$ cat src/rtl/column_scan_sequencer.sv
// Column scan sequencer for a multiplexed LED matrix: load -> wait ready -> blank -> select -> dwell.
// Optional handshake watchdog enabled by defining COLUMN_SCAN_WATCHDOG_EN.
module column_scan_sequencer #(
    parameter int COLUMN_NUMBER  = 3,
    parameter int DWELL_CYCLES   = 1000,
    parameter int BLANK_CYCLES   = 16,
    parameter int TIMEOUT_CYCLES = 4096
) (
    input  logic                             clk,
    input  logic                             rst,
    input  logic                             run,
    input  logic                             col_ready,
    input  logic                             load_done,
    output logic                             select_next,
    output logic                             extra_bit,
    output logic                             load_req,
    output logic [$clog2(COLUMN_NUMBER)-1:0] load_col,
    output logic                             blank,
    output logic                             frame_start,
    output logic                             fault
);

    localparam int COL_W = $clog2(COLUMN_NUMBER);
`ifdef COLUMN_SCAN_WATCHDOG_EN
    localparam int PHASE_MAX = (DWELL_CYCLES > BLANK_CYCLES) ? DWELL_CYCLES : BLANK_CYCLES;
    localparam int CNT_MAX   = (TIMEOUT_CYCLES > PHASE_MAX) ? TIMEOUT_CYCLES : PHASE_MAX;
`else
    localparam int CNT_MAX   = (DWELL_CYCLES > BLANK_CYCLES) ? DWELL_CYCLES : BLANK_CYCLES;
`endif
    localparam int CNT_W = $clog2(CNT_MAX + 1);

    localparam logic [CNT_W-1:0] DWELL_LAST = CNT_W'(DWELL_CYCLES - 1);
    localparam logic [CNT_W-1:0] BLANK_LAST = CNT_W'(BLANK_CYCLES - 1);
    localparam logic [COL_W-1:0] COL_LAST   = COL_W'(COLUMN_NUMBER - 1);
`ifdef COLUMN_SCAN_WATCHDOG_EN
    localparam logic [CNT_W-1:0] TIMEOUT_LAST = CNT_W'(TIMEOUT_CYCLES - 1);
`endif

    if (COLUMN_NUMBER < 2 || DWELL_CYCLES < 1 || BLANK_CYCLES < 1 || TIMEOUT_CYCLES < 1) begin : g_param_check
        $error("column_scan_sequencer: illegal parameter value");
    end

    typedef enum logic [2:0] {
        S_IDLE,
        S_LOAD,
        S_WAIT_READY,
        S_BLANK,
        S_SELECT,
        S_DWELL
    } state_t;

    state_t             r_state;
    logic [CNT_W-1:0]   r_cnt;
    logic [COL_W-1:0]   r_load_col;
    logic               r_select_next;
    logic               r_load_req;
    logic               r_frame_start;
    logic               r_blank;
    logic               r_extra_bit;
    logic [COL_W-1:0]   w_next_col;
    logic               w_fault_hold;

    assign w_next_col = (r_load_col == COL_LAST) ? '0 : r_load_col + COL_W'(1);

`ifdef COLUMN_SCAN_WATCHDOG_EN
    logic r_fault;
    assign w_fault_hold = r_fault;
    assign fault        = r_fault;
`else
    assign w_fault_hold = 1'b0;
    assign fault        = 1'b0;
`endif

    always_ff @(posedge clk) begin
        if (rst) begin
            r_state       <= S_IDLE;
            r_cnt         <= '0;
            r_load_col    <= '0;
            r_select_next <= 1'b0;
            r_load_req    <= 1'b0;
            r_frame_start <= 1'b0;
            r_blank       <= 1'b1;
            r_extra_bit   <= 1'b1;
`ifdef COLUMN_SCAN_WATCHDOG_EN
            r_fault       <= 1'b0;
`endif
        end else begin
            // NOTE: pulse outputs default low here so every branch below only raises them for one cycle.
            r_select_next <= 1'b0;
            r_load_req    <= 1'b0;
            r_frame_start <= 1'b0;

            case (r_state)
                S_IDLE: begin
                    r_blank <= 1'b1;
                    r_cnt   <= '0;
                    if (run && !w_fault_hold) begin
                        r_state    <= S_LOAD;
                        r_load_req <= 1'b1;
                    end
                end

                // r_load_req is high only during the first LOAD cycle, masking a coincident load_done.
                S_LOAD: begin
                    if (!r_load_req && load_done) begin
                        r_state <= S_WAIT_READY;
                        r_cnt   <= '0;
                    end
`ifdef COLUMN_SCAN_WATCHDOG_EN
                    else if (r_cnt == TIMEOUT_LAST) begin
                        r_fault <= 1'b1;
                        r_blank <= 1'b1;
                        r_state <= S_IDLE;
                        r_cnt   <= '0;
                    end else begin
                        r_cnt <= r_cnt + CNT_W'(1);
                    end
`endif
                end

                S_WAIT_READY: begin
                    if (col_ready) begin
                        r_state <= S_BLANK;
                        r_cnt   <= '0;
                    end
`ifdef COLUMN_SCAN_WATCHDOG_EN
                    else if (r_cnt == TIMEOUT_LAST) begin
                        r_fault <= 1'b1;
                        r_blank <= 1'b1;
                        r_state <= S_IDLE;
                        r_cnt   <= '0;
                    end else begin
                        r_cnt <= r_cnt + CNT_W'(1);
                    end
`endif
                end

                S_BLANK: begin
                    if (r_cnt == BLANK_LAST) begin
                        r_state       <= S_SELECT;
                        r_cnt         <= '0;
                        r_select_next <= 1'b1;
                        r_frame_start <= (r_load_col == '0);
                    end else begin
                        r_cnt <= r_cnt + CNT_W'(1);
                    end
                end

                S_SELECT: begin
                    r_state <= S_DWELL;
                    r_blank <= 1'b0;
                    r_cnt   <= '0;
                end

                // Column index advances at the end of the dwell so a paused scan resumes on the next column.
                S_DWELL: begin
                    if (r_cnt == DWELL_LAST) begin
                        r_cnt       <= '0;
                        r_blank     <= 1'b1;
                        r_load_col  <= w_next_col;
                        r_extra_bit <= (w_next_col == '0);
                        if (run) begin
                            r_state    <= S_LOAD;
                            r_load_req <= 1'b1;
                        end else begin
                            r_state <= S_IDLE;
                        end
                    end else begin
                        r_cnt <= r_cnt + CNT_W'(1);
                    end
                end

                default: begin
                    r_state <= S_IDLE;
                    r_blank <= 1'b1;
                    r_cnt   <= '0;
                end
            endcase
        end
    end

    assign select_next = r_select_next;
    assign load_req    = r_load_req;
    assign frame_start = r_frame_start;
    assign blank       = r_blank;
    assign extra_bit   = r_extra_bit;
    assign load_col    = r_load_col;

endmodule

$ cat config.mk
export PLATFORM = sky130hd
export DESIGN_NAME = column_scan_sequencer
export DESIGN_NICKNAME = d
export VERILOG_FILES = /design/src/rtl/column_scan_sequencer.sv
export SDC_FILE = /design/constraint.sdc
export NUM_CORES = 1
export LEC_CHECK = 0
export ABC_AREA = 1
export ABC_CLOCK_PERIOD_IN_PS = 1670
export CAP_MARGIN = 40
export CELL_PAD_IN_SITES_DETAIL_PLACEMENT = 0
export CELL_PAD_IN_SITES_GLOBAL_PLACEMENT = 2
export CORE_ASPECT_RATIO = 1.2
export CORE_MARGIN = 10
export CORE_UTILIZATION = 30
export CTS_CLUSTER_DIAMETER = 40
export DETAILED_ROUTE_END_ITERATION = 12
export PLACE_DENSITY_LB_ADDON = 0.12
export SLEW_MARGIN = 20
export SYNTH_ARGS = -nofsm -noshare
export SYNTH_HDL_FRONTEND = slang
export SYNTH_SLANG_ARGS = --single-unit
$ cat constraint.sdc
create_clock -name clk -period 1.67 [get_ports clk]
set_input_delay 0.501 -clock clk [delete_from_list [all_inputs] [get_ports clk]]
set_output_delay 0.501 -clock clk [all_outputs]
set_load 0.005 [all_outputs]
==> impl_metrics.prom, run 1 <==
# TYPE chip_impl_metric gauge
chip_impl_metric{name="mappedNetlistArea",unit="mm²"} 0.00110
chip_impl_metric{name="grt_antenna_before_repair",unit=""} 0
chip_impl_metric{name="ctsHtreeMaxLevel",unit=""} 1
chip_impl_metric{name="comb_power_share",unit="%"} 39.0
chip_impl_metric{name="hold_viol_final",unit=""} 0
chip_impl_metric{name="die-width",unit="µm"} 75.2
chip_impl_metric{name="final-instance-count-excl-fill",unit=""} 226
chip_impl_metric{name="netSwitchingFraction",unit="%"} 36.3
chip_impl_metric{name="detailroute.via_count",unit=""} 1039
chip_impl_metric{name="antenna-diode-count",unit=""} 0
chip_impl_metric{name="power.ir.vdd_worst",unit="mV"} 0.526
chip_impl_metric{name="yosys_warns",unit=""} 0
chip_impl_metric{name="final_replace_weighted_congestion",unit=""} 0.781
chip_impl_info{name="final_common_cell",value="sky130_fd_sc_hd__nand2_1"} 1
chip_impl_metric{name="grt_util_all_layers",unit="%"} 9.01
chip_impl_metric{name="syn_to_final_growth",unit="%"} 29.1
chip_impl_info{name="hold_path.class",value="flip-flop to flip-flop"} 1
chip_impl_metric{name="placement_rows",unit=""} 24
chip_impl_info{name="highest_layer",value="met4"} 1
chip_impl_metric{name="dp.final_hpwl",unit="mm"} 2.14
chip_impl_info{name="tritoncts",value="yes"} 1
chip_impl_metric{name="ys_seq_area_share",unit="%"} 36.5
chip_impl_metric{name="cts_buffers",unit=""} 3
chip_impl_metric{name="postLayoutCellArea",unit="mm²"} 0.00142
chip_impl_metric{name="critical-path-max-stage-delay",unit="ns"} 0.51
chip_impl_metric{name="routed_wl_met3",unit="µm"} 48
chip_impl_metric{name="drt_iter0_drc",unit=""} 46
chip_impl_metric{name="postSynthNetCount",unit=""} 169
chip_impl_metric{name="worst_setup_hold_path_clk_slew",unit="ns"} 0.08
chip_impl_metric{name="initial_core_util",unit="%"} 30.7
chip_impl_metric{name="timing.fmax",unit="GHz"} 0.614
chip_impl_metric{name="numPlacedInstances",unit=""} 222
chip_impl_info{name="critPathCaptureType",value="output pin"} 1
chip_impl_metric{name="global_route_congestion_overflow_total",unit=""} 0
chip_impl_metric{name="grt_max_degree",unit=""} 13
chip_impl_metric{name="static-leakage-power",unit="nW"} 0.636
chip_impl_metric{name="clock_sinks",unit=""} 20
chip_impl_info{name="cts_root_buffer",value="sky130_fd_sc_hd__clkbuf_8"} 1
chip_impl_metric{name="drt_drc_violations_left",unit=""} 0
chip_impl_metric{name="clock_insertion_delay_worst_skew",unit="ns"} 0.26
chip_impl_metric{name="synthesis.instances",unit=""} 163
chip_impl_metric{name="die_h",unit="µm"} 86.3
chip_impl_info{name="most-common-layout-cells",value="sky130_fd_sc_hd__nand2_1 (35), sky130_fd_sc_hd__inv_1 (26), sky130_fd_sc_hd__nor2_1 (22), sky130_fd_sc_hd__dfxtp_1 (16)"} 1
chip_impl_metric{name="worst-path-max-fanout",unit=""} 2
chip_impl_info{name="path_class",value="flip-flop to output pin"} 1
chip_impl_metric{name="first_global_vias",unit=""} 1013
chip_impl_metric{name="cp.arrival",unit="ns"} 1.13
chip_impl_metric{name="switchingPower",unit="mW"} 0.651
chip_impl_metric{name="post_synth.cell_area_avg",unit="µm²"} 6.73
chip_impl_metric{name="port_buffers",unit=""} 11
chip_impl_metric{name="synth.distinct_cells",unit=""} 29
chip_impl_metric{name="via_per_inst",unit=""} 4.60
chip_impl_metric{name="ys_ff_latch",unit=""} 20
chip_impl_metric{name="cell_internal_pwr",unit="mW"} 1.14
chip_impl_metric{name="timing.final.setup_violations",unit=""} 0
chip_impl_metric{name="power.density",unit="mW/mm²"} 1270
chip_impl_metric{name="numnets_final",unit=""} 194
chip_impl_info{name="critical_path.cell_chain",value="clkdlybuf4s50_1"} 1
chip_impl_metric{name="period_share",unit="%"} 97.6
chip_impl_metric{name="finalCriticalPeriod",unit="ns"} 1.63
chip_impl_metric{name="dpl-instance-area",unit="mm²"} 0.00132
chip_impl_metric{name="core_area",unit="mm²"} 0.00357
chip_impl_metric{name="fraction_of_final_layout_cells_with_drive_strength_greater_than_1",unit="%"} 19.8
chip_impl_metric{name="die-area",unit="mm²"} 0.00649
chip_impl_metric{name="pwr-share-seq",unit="%"} 33.7
chip_impl_info{name="cp_max_stage_cell",value="sky130_fd_sc_hd__clkdlybuf4s50_1"} 1
chip_impl_metric{name="totalWireLength",unit="mm"} 2.62
chip_impl_info{name="worstSetupStartpointType",value="flip-flop"} 1
chip_impl_metric{name="drt-wirelength-per-cell",unit="µm"} 11.6
chip_impl_info{name="status",value="finished, final reports clean"} 1
chip_impl_metric{name="drt_pre_antenna_iters",unit=""} 4
chip_impl_metric{name="antenna_left",unit=""} 0
chip_impl_info{name="unrepaired_setup_endpoints_after_global_routing",value="no"} 1
chip_impl_metric{name="final_max_slew_viol_count",unit=""} 0
chip_impl_metric{name="pwr-share-clk",unit="%"} 27.3
chip_impl_metric{name="finalSetupTns",unit="ns"} 0
chip_impl_metric{name="grt_pass1_wl",unit="mm"} 4.57
chip_impl_metric{name="worst-path-buf-inv",unit=""} 1
chip_impl_metric{name="crit_required",unit="ns"} 1.17
chip_impl_metric{name="wirelength_met1",unit="mm"} 1.13
chip_impl_metric{name="timing.clock.skew",unit="ns"} 0.00571
chip_impl_metric{name="route.met2.wl",unit="mm"} 1.41
chip_impl_metric{name="io-pin-count",unit=""} 13
chip_impl_metric{name="max-cap-violations",unit=""} 0
chip_impl_metric{name="clk_path_buf_depth",unit=""} 2
chip_impl_info{name="path_delay_family",value="buffers and inverters"} 1
-- cells by family after synthesis --
family	Yosys count	share of synthesized area (%)
AND/OR/NAND/NOR	87	36.5
buffers and inverters	30	11.3
other	1	0.342
AO/OA/AOI/OAI	21	11.9
XOR/XNOR	3	2.39
flip-flops	20	36.5
adder cells (fa/ha/maj)	1	1.14
-- metal layers --
| metal | vias to the layer above | GRT usage, % |
|---|---|---|
| li1 | 557 | - |
| met1 | 467 | 9.80 |
| met2 | 11 | 16.2 |
| met3 | 4 | 2.06 |
| met4 | 0 | 3.55 |
| met5 | - | 0 |
-- worst min-delay path: stages (launching register included) --
cell and delay (ns):
sky130_fd_sc_hd__dfxtp_2 0.33, sky130_fd_sc_hd__inv_1 0.05, sky130_fd_sc_hd__a21oi_1 0.05
-- per-stage QoR --
stage	setup slack, ns	power (mW)	hold slack [ns]	util [%]
2_1_floorplan	0.257	1.12	0.450	-
3_3_place_gp	-0.0711	1.33	0.438	36.9
3_5_place_dp	-0.0894	1.32	0.455	36.9
4_1_cts	0.0180	1.82	0.468	38.9
5_1_grt	0.00110	1.93	0.482	39.6
6_report	0.0405	1.79	0.455	39.6
-- synth_stat cells, drive strengths merged --
library cell	n	area [µm²]
nand2	42	180
inv	28	105
nor2	26	105
dfxtp	20	400
nand3	9	50.1
o21ai	9	56.3
a21oi	6	30.0
nand4	5	37.5
nor3	3	15.0
a21o	2	15.0
buf	2	18.8
o21bai	2	15.0
xnor2	2	17.5
a211oi	1	7.51
and2	1	6.26
conb	1	3.75
ha	1	12.5
o22ai	1	6.26
or2	1	6.26
xor2	1	8.76
-- timing repair --
action / CTS / global route
gates resized for setup: 0 / 10
setup endpoints to repair: 0 / 15
buffers inserted: 0 / 0
hold buffers: 0 / 0
-- power groups by stage --
stage / clock network [mW] / logic [mW] / registers [mW]
6_report: 0.490 / 0.699 / 0.605
5_1_grt: 0.528 / 0.793 / 0.611
4_1_cts: 0.505 / 0.711 / 0.603
3_5_place_dp: 0 / 0.709 / 0.615
3_3_place_gp: 0 / 0.713 / 0.615
2_1_floorplan: 0 / 0.520 / 0.597
-- sequential cells by signal, summed over array words and instances, names as in the netlist --
register	flops
frame_start	1
load_col	2
select_next	1
blank	1
r_cnt	10
extra_bit	1
r_state	3
load_req	1
-- layout make-up --
cell class	count	area, µm²
clock buffers	3	41.3
clock inverters	1	30.0
fillers	387	2160
inverters	28	105
multi-input cells	113	593
flip-flops and latches	20	405
well taps	39	48.8
repair buffers	22	193
-- final timing paths --
kind | startpoint | endpoint | slack [ns] | cells past startpoint
worst max-delay path | load_req | load_req | 0.04 | 1
worst max register to register | r_cnt[0] | r_cnt[6] | 0.18 | 8
worst min register to register | load_col[0] | load_col[0] | 0.46 | 2
worst min-delay path | load_col[0] | load_col[0] | 0.46 | 2
Note: power is estimated with default switching activity, not from simulation.
==> run 2, diff against run 1 <==
Settings changed: ABC_CLOCK_PERIOD_IN_PS 1670 to 1700, PLACE_DENSITY set to 0.8, PLACE_DENSITY_LB_ADDON 0.12 to unset.
Clock period 1.67 ns to 1.7 ns, I/O delays scaled along.
==> run 2 against run 1 <==
  * Via count is 1.5% lower
  * Critical endpoint is now load_col[1]
  * Cell count is 1.8% lower
  * Largest power group unchanged
  * Critical path type unchanged
  * Critical path depth unchanged
  * Clock skew shrank 0.0040 ns
  * Core utilization decreased by 0.74 points
==> impl_metrics.prom, run 2 (synthesis gave the netlist of run 1 again) <==
# TYPE chip_impl_metric gauge
chip_impl_info{name="status",value="finished, final reports clean"} 1
chip_impl_metric{name="syn_to_final_growth",unit="%"} 26.7
chip_impl_metric{name="pwr-share-seq",unit="%"} 32.8
chip_impl_metric{name="timing.fmax",unit="GHz"} 0.607
chip_impl_metric{name="die-width",unit="µm"} 75.2
chip_impl_metric{name="cts_buffers",unit=""} 3
chip_impl_metric{name="worst_setup_hold_path_clk_slew",unit="ns"} 0.08
chip_impl_metric{name="global_route_congestion_overflow_total",unit=""} 0
chip_impl_metric{name="timing.final.setup_violations",unit=""} 0
chip_impl_metric{name="worst-path-buf-inv",unit=""} 1
chip_impl_info{name="worstSetupStartpointType",value="flip-flop"} 1
chip_impl_info{name="unrepaired_setup_endpoints_after_global_routing",value="no"} 1
chip_impl_metric{name="whs",unit="ns"} 0.455
chip_impl_metric{name="finalCriticalPeriod",unit="ns"} 1.65
chip_impl_metric{name="critical-path-max-stage-delay",unit="ns"} 0.51
chip_impl_metric{name="die-area",unit="mm²"} 0.00649
chip_impl_metric{name="finalSetupTns",unit="ns"} 0
chip_impl_metric{name="largest_register_ff_count",unit=""} 10
chip_impl_metric{name="fraction_of_final_layout_cells_with_drive_strength_greater_than_1",unit="%"} 14.8
chip_impl_metric{name="grt_antenna_before_repair",unit=""} 0
chip_impl_metric{name="timing.clock.skew",unit="ns"} 0.00170
chip_impl_metric{name="totalWireLength",unit="mm"} 2.60
chip_impl_metric{name="switchingPower",unit="mW"} 0.655
chip_impl_info{name="tritoncts",value="yes"} 1
chip_impl_info{name="critPathCaptureType",value="output pin"} 1
chip_impl_metric{name="cts_hold_buf",unit=""} 0
chip_impl_metric{name="power.ir.vdd_worst",unit="mV"} 0.607
chip_impl_metric{name="power.density",unit="mW/mm²"} 1290
chip_impl_metric{name="crit_required",unit="ns"} 1.19
chip_impl_info{name="cp_max_stage_cell",value="sky130_fd_sc_hd__clkdlybuf4s50_1"} 1
chip_impl_metric{name="via_per_inst",unit=""} 4.61
chip_impl_metric{name="final-instance-count-excl-fill",unit=""} 222
chip_impl_metric{name="drt-wirelength-per-cell",unit="µm"} 11.7
chip_impl_metric{name="clock_insertion_delay_worst_skew",unit="ns"} 0.26
chip_impl_metric{name="static-leakage-power",unit="nW"} 0.624
chip_impl_metric{name="antenna-diode-count",unit=""} 0
chip_impl_metric{name="cp.arrival",unit="ns"} 1.14
chip_impl_metric{name="fillerInstances",unit=""} 386
chip_impl_metric{name="final_replace_weighted_congestion",unit=""} 0.788
chip_impl_info{name="path_class",value="flip-flop to output pin"} 1
chip_impl_metric{name="drt_pre_antenna_iters",unit=""} 4
chip_impl_metric{name="placement_rows",unit=""} 24
chip_impl_metric{name="initial_core_util",unit="%"} 30.7
chip_impl_metric{name="post_cts_setup_inserts",unit=""} 0
chip_impl_metric{name="core_area",unit="mm²"} 0.00357
chip_impl_info{name="cts_root_buffer",value="sky130_fd_sc_hd__clkbuf_8"} 1
chip_impl_metric{name="final_max_slew_viol_count",unit=""} 0
chip_impl_metric{name="period_share",unit="%"} 96.9
chip_impl_metric{name="clk_path_buf_depth",unit=""} 2
chip_impl_metric{name="first_global_vias",unit=""} 1022
chip_impl_metric{name="antenna_left",unit=""} 0
chip_impl_metric{name="ctsResizeCount",unit=""} 0
chip_impl_metric{name="grt_pass1_wl",unit="mm"} 4.49
chip_impl_info{name="most-common-layout-cells",value="sky130_fd_sc_hd__nand2_1 (35), sky130_fd_sc_hd__inv_1 (26), sky130_fd_sc_hd__nor2_1 (23), sky130_fd_sc_hd__dfxtp_1 (19), sky130_fd_sc_hd__clkdlybuf4s50_1 (11)"} 1
chip_impl_metric{name="pwr-share-clk",unit="%"} 27.1
chip_impl_metric{name="dp.final_hpwl",unit="mm"} 2.12
chip_impl_metric{name="detailroute.via_count",unit=""} 1023
chip_impl_metric{name="grt_max_degree",unit=""} 13
chip_impl_metric{name="worst_path_setup_slack_after_routing",unit="ns"} 0.0521
chip_impl_metric{name="netSwitchingFraction",unit="%"} 36.4
chip_impl_metric{name="die_h",unit="µm"} 86.3
chip_impl_metric{name="grt_util_all_layers",unit="%"} 8.78
chip_impl_metric{name="io-pin-count",unit=""} 13
chip_impl_info{name="hold_path.class",value="flip-flop to flip-flop"} 1
chip_impl_info{name="path_delay_family",value="buffers and inverters"} 1
chip_impl_metric{name="comb_power_share",unit="%"} 40.0
chip_impl_metric{name="drt_iter0_drc",unit=""} 23
chip_impl_metric{name="multi_input_comb_area",unit="µm²"} 588
chip_impl_info{name="largest_register",value="r_cnt"} 1
chip_impl_metric{name="max-cap-violations",unit=""} 0
chip_impl_info{name="critical_path.cell_chain",value="clkdlybuf4s50_1"} 1
chip_impl_metric{name="regArea",unit="µm²"} 402
chip_impl_metric{name="port_buffers",unit=""} 11
chip_impl_metric{name="drt_drc_violations_left",unit=""} 0
chip_impl_metric{name="hold_viol_final",unit=""} 0
chip_impl_info{name="final_common_cell",value="sky130_fd_sc_hd__nand2_1"} 1
chip_impl_metric{name="cell_internal_pwr",unit="mW"} 1.14
chip_impl_metric{name="numPlacedInstances",unit=""} 218
chip_impl_metric{name="clock_sinks",unit=""} 20
chip_impl_metric{name="pre_cts_slack",unit="ns"} -0.0835
chip_impl_metric{name="ctsHtreeMaxLevel",unit=""} 1
chip_impl_metric{name="numnets_final",unit=""} 190
chip_impl_metric{name="worst-path-max-fanout",unit=""} 3
## run 2: power groups by stage
stage	combinational [mW]	clock (mW)	sequential, mW
floorplan	0.510	0	0.587
global placement	0.720	0	0.599
detailed placement	0.722	0	0.599
CTS	0.726	0.503	0.588
global route	0.827	0.513	0.595
finish	0.720	0.488	0.591
## run 2: layout make-up
type,count,share of cell area [%]
Clock buffer,3,2.97
Inverter,28,7.56
Clock inverter,1,2.16
Timing Repair Buffer,18,12.6
Sequential cell,20,28.9
Tap cell,39,3.51
Multi-Input combinational cell,113,42.3
## run 2: worst paths after layout
check                   start  cells after the start  slack [ns]           to
setup / recovery  load_col[1]                      1        0.05  load_col[1]
hold / removal      extra_bit                      1        0.45    extra_bit
setup reg to reg     r_cnt[1]                      8        0.11     r_cnt[6]
hold reg to reg     extra_bit                      1        0.45    extra_bit
## run 2: metal layers
layer / vias to the layer above / routed length (µm) / track usage [%]
met5: - / 0 / 0
met3: 4 / 54 / 2.17
li1: 549 / - / -
met1: 465 / 1080 / 8.59
met4: 0 / 32 / 3.05
met2: 5 / 1440 / 17.0
## run 2: through the flow
| stage | instance area, µm² | util [%] | total power, mW |
|---|---|---|---|
| CTS | 1370 | 38.4 | 1.82 |
| global placement | 1300 | 36.4 | 1.32 |
| detailed placement | 1300 | 36.4 | 1.32 |
| global route | 1390 | 38.9 | 1.94 |
| finish | 1390 | 38.9 | 1.80 |
| floorplan | 1100 | - | 1.10 |
==> run 3, diff against run 2 <==
Settings changed: TNS_END_PERCENT set to 50.
==> results of run 3 <==
Final layout, timing and power as in run 2 (identical DEF).
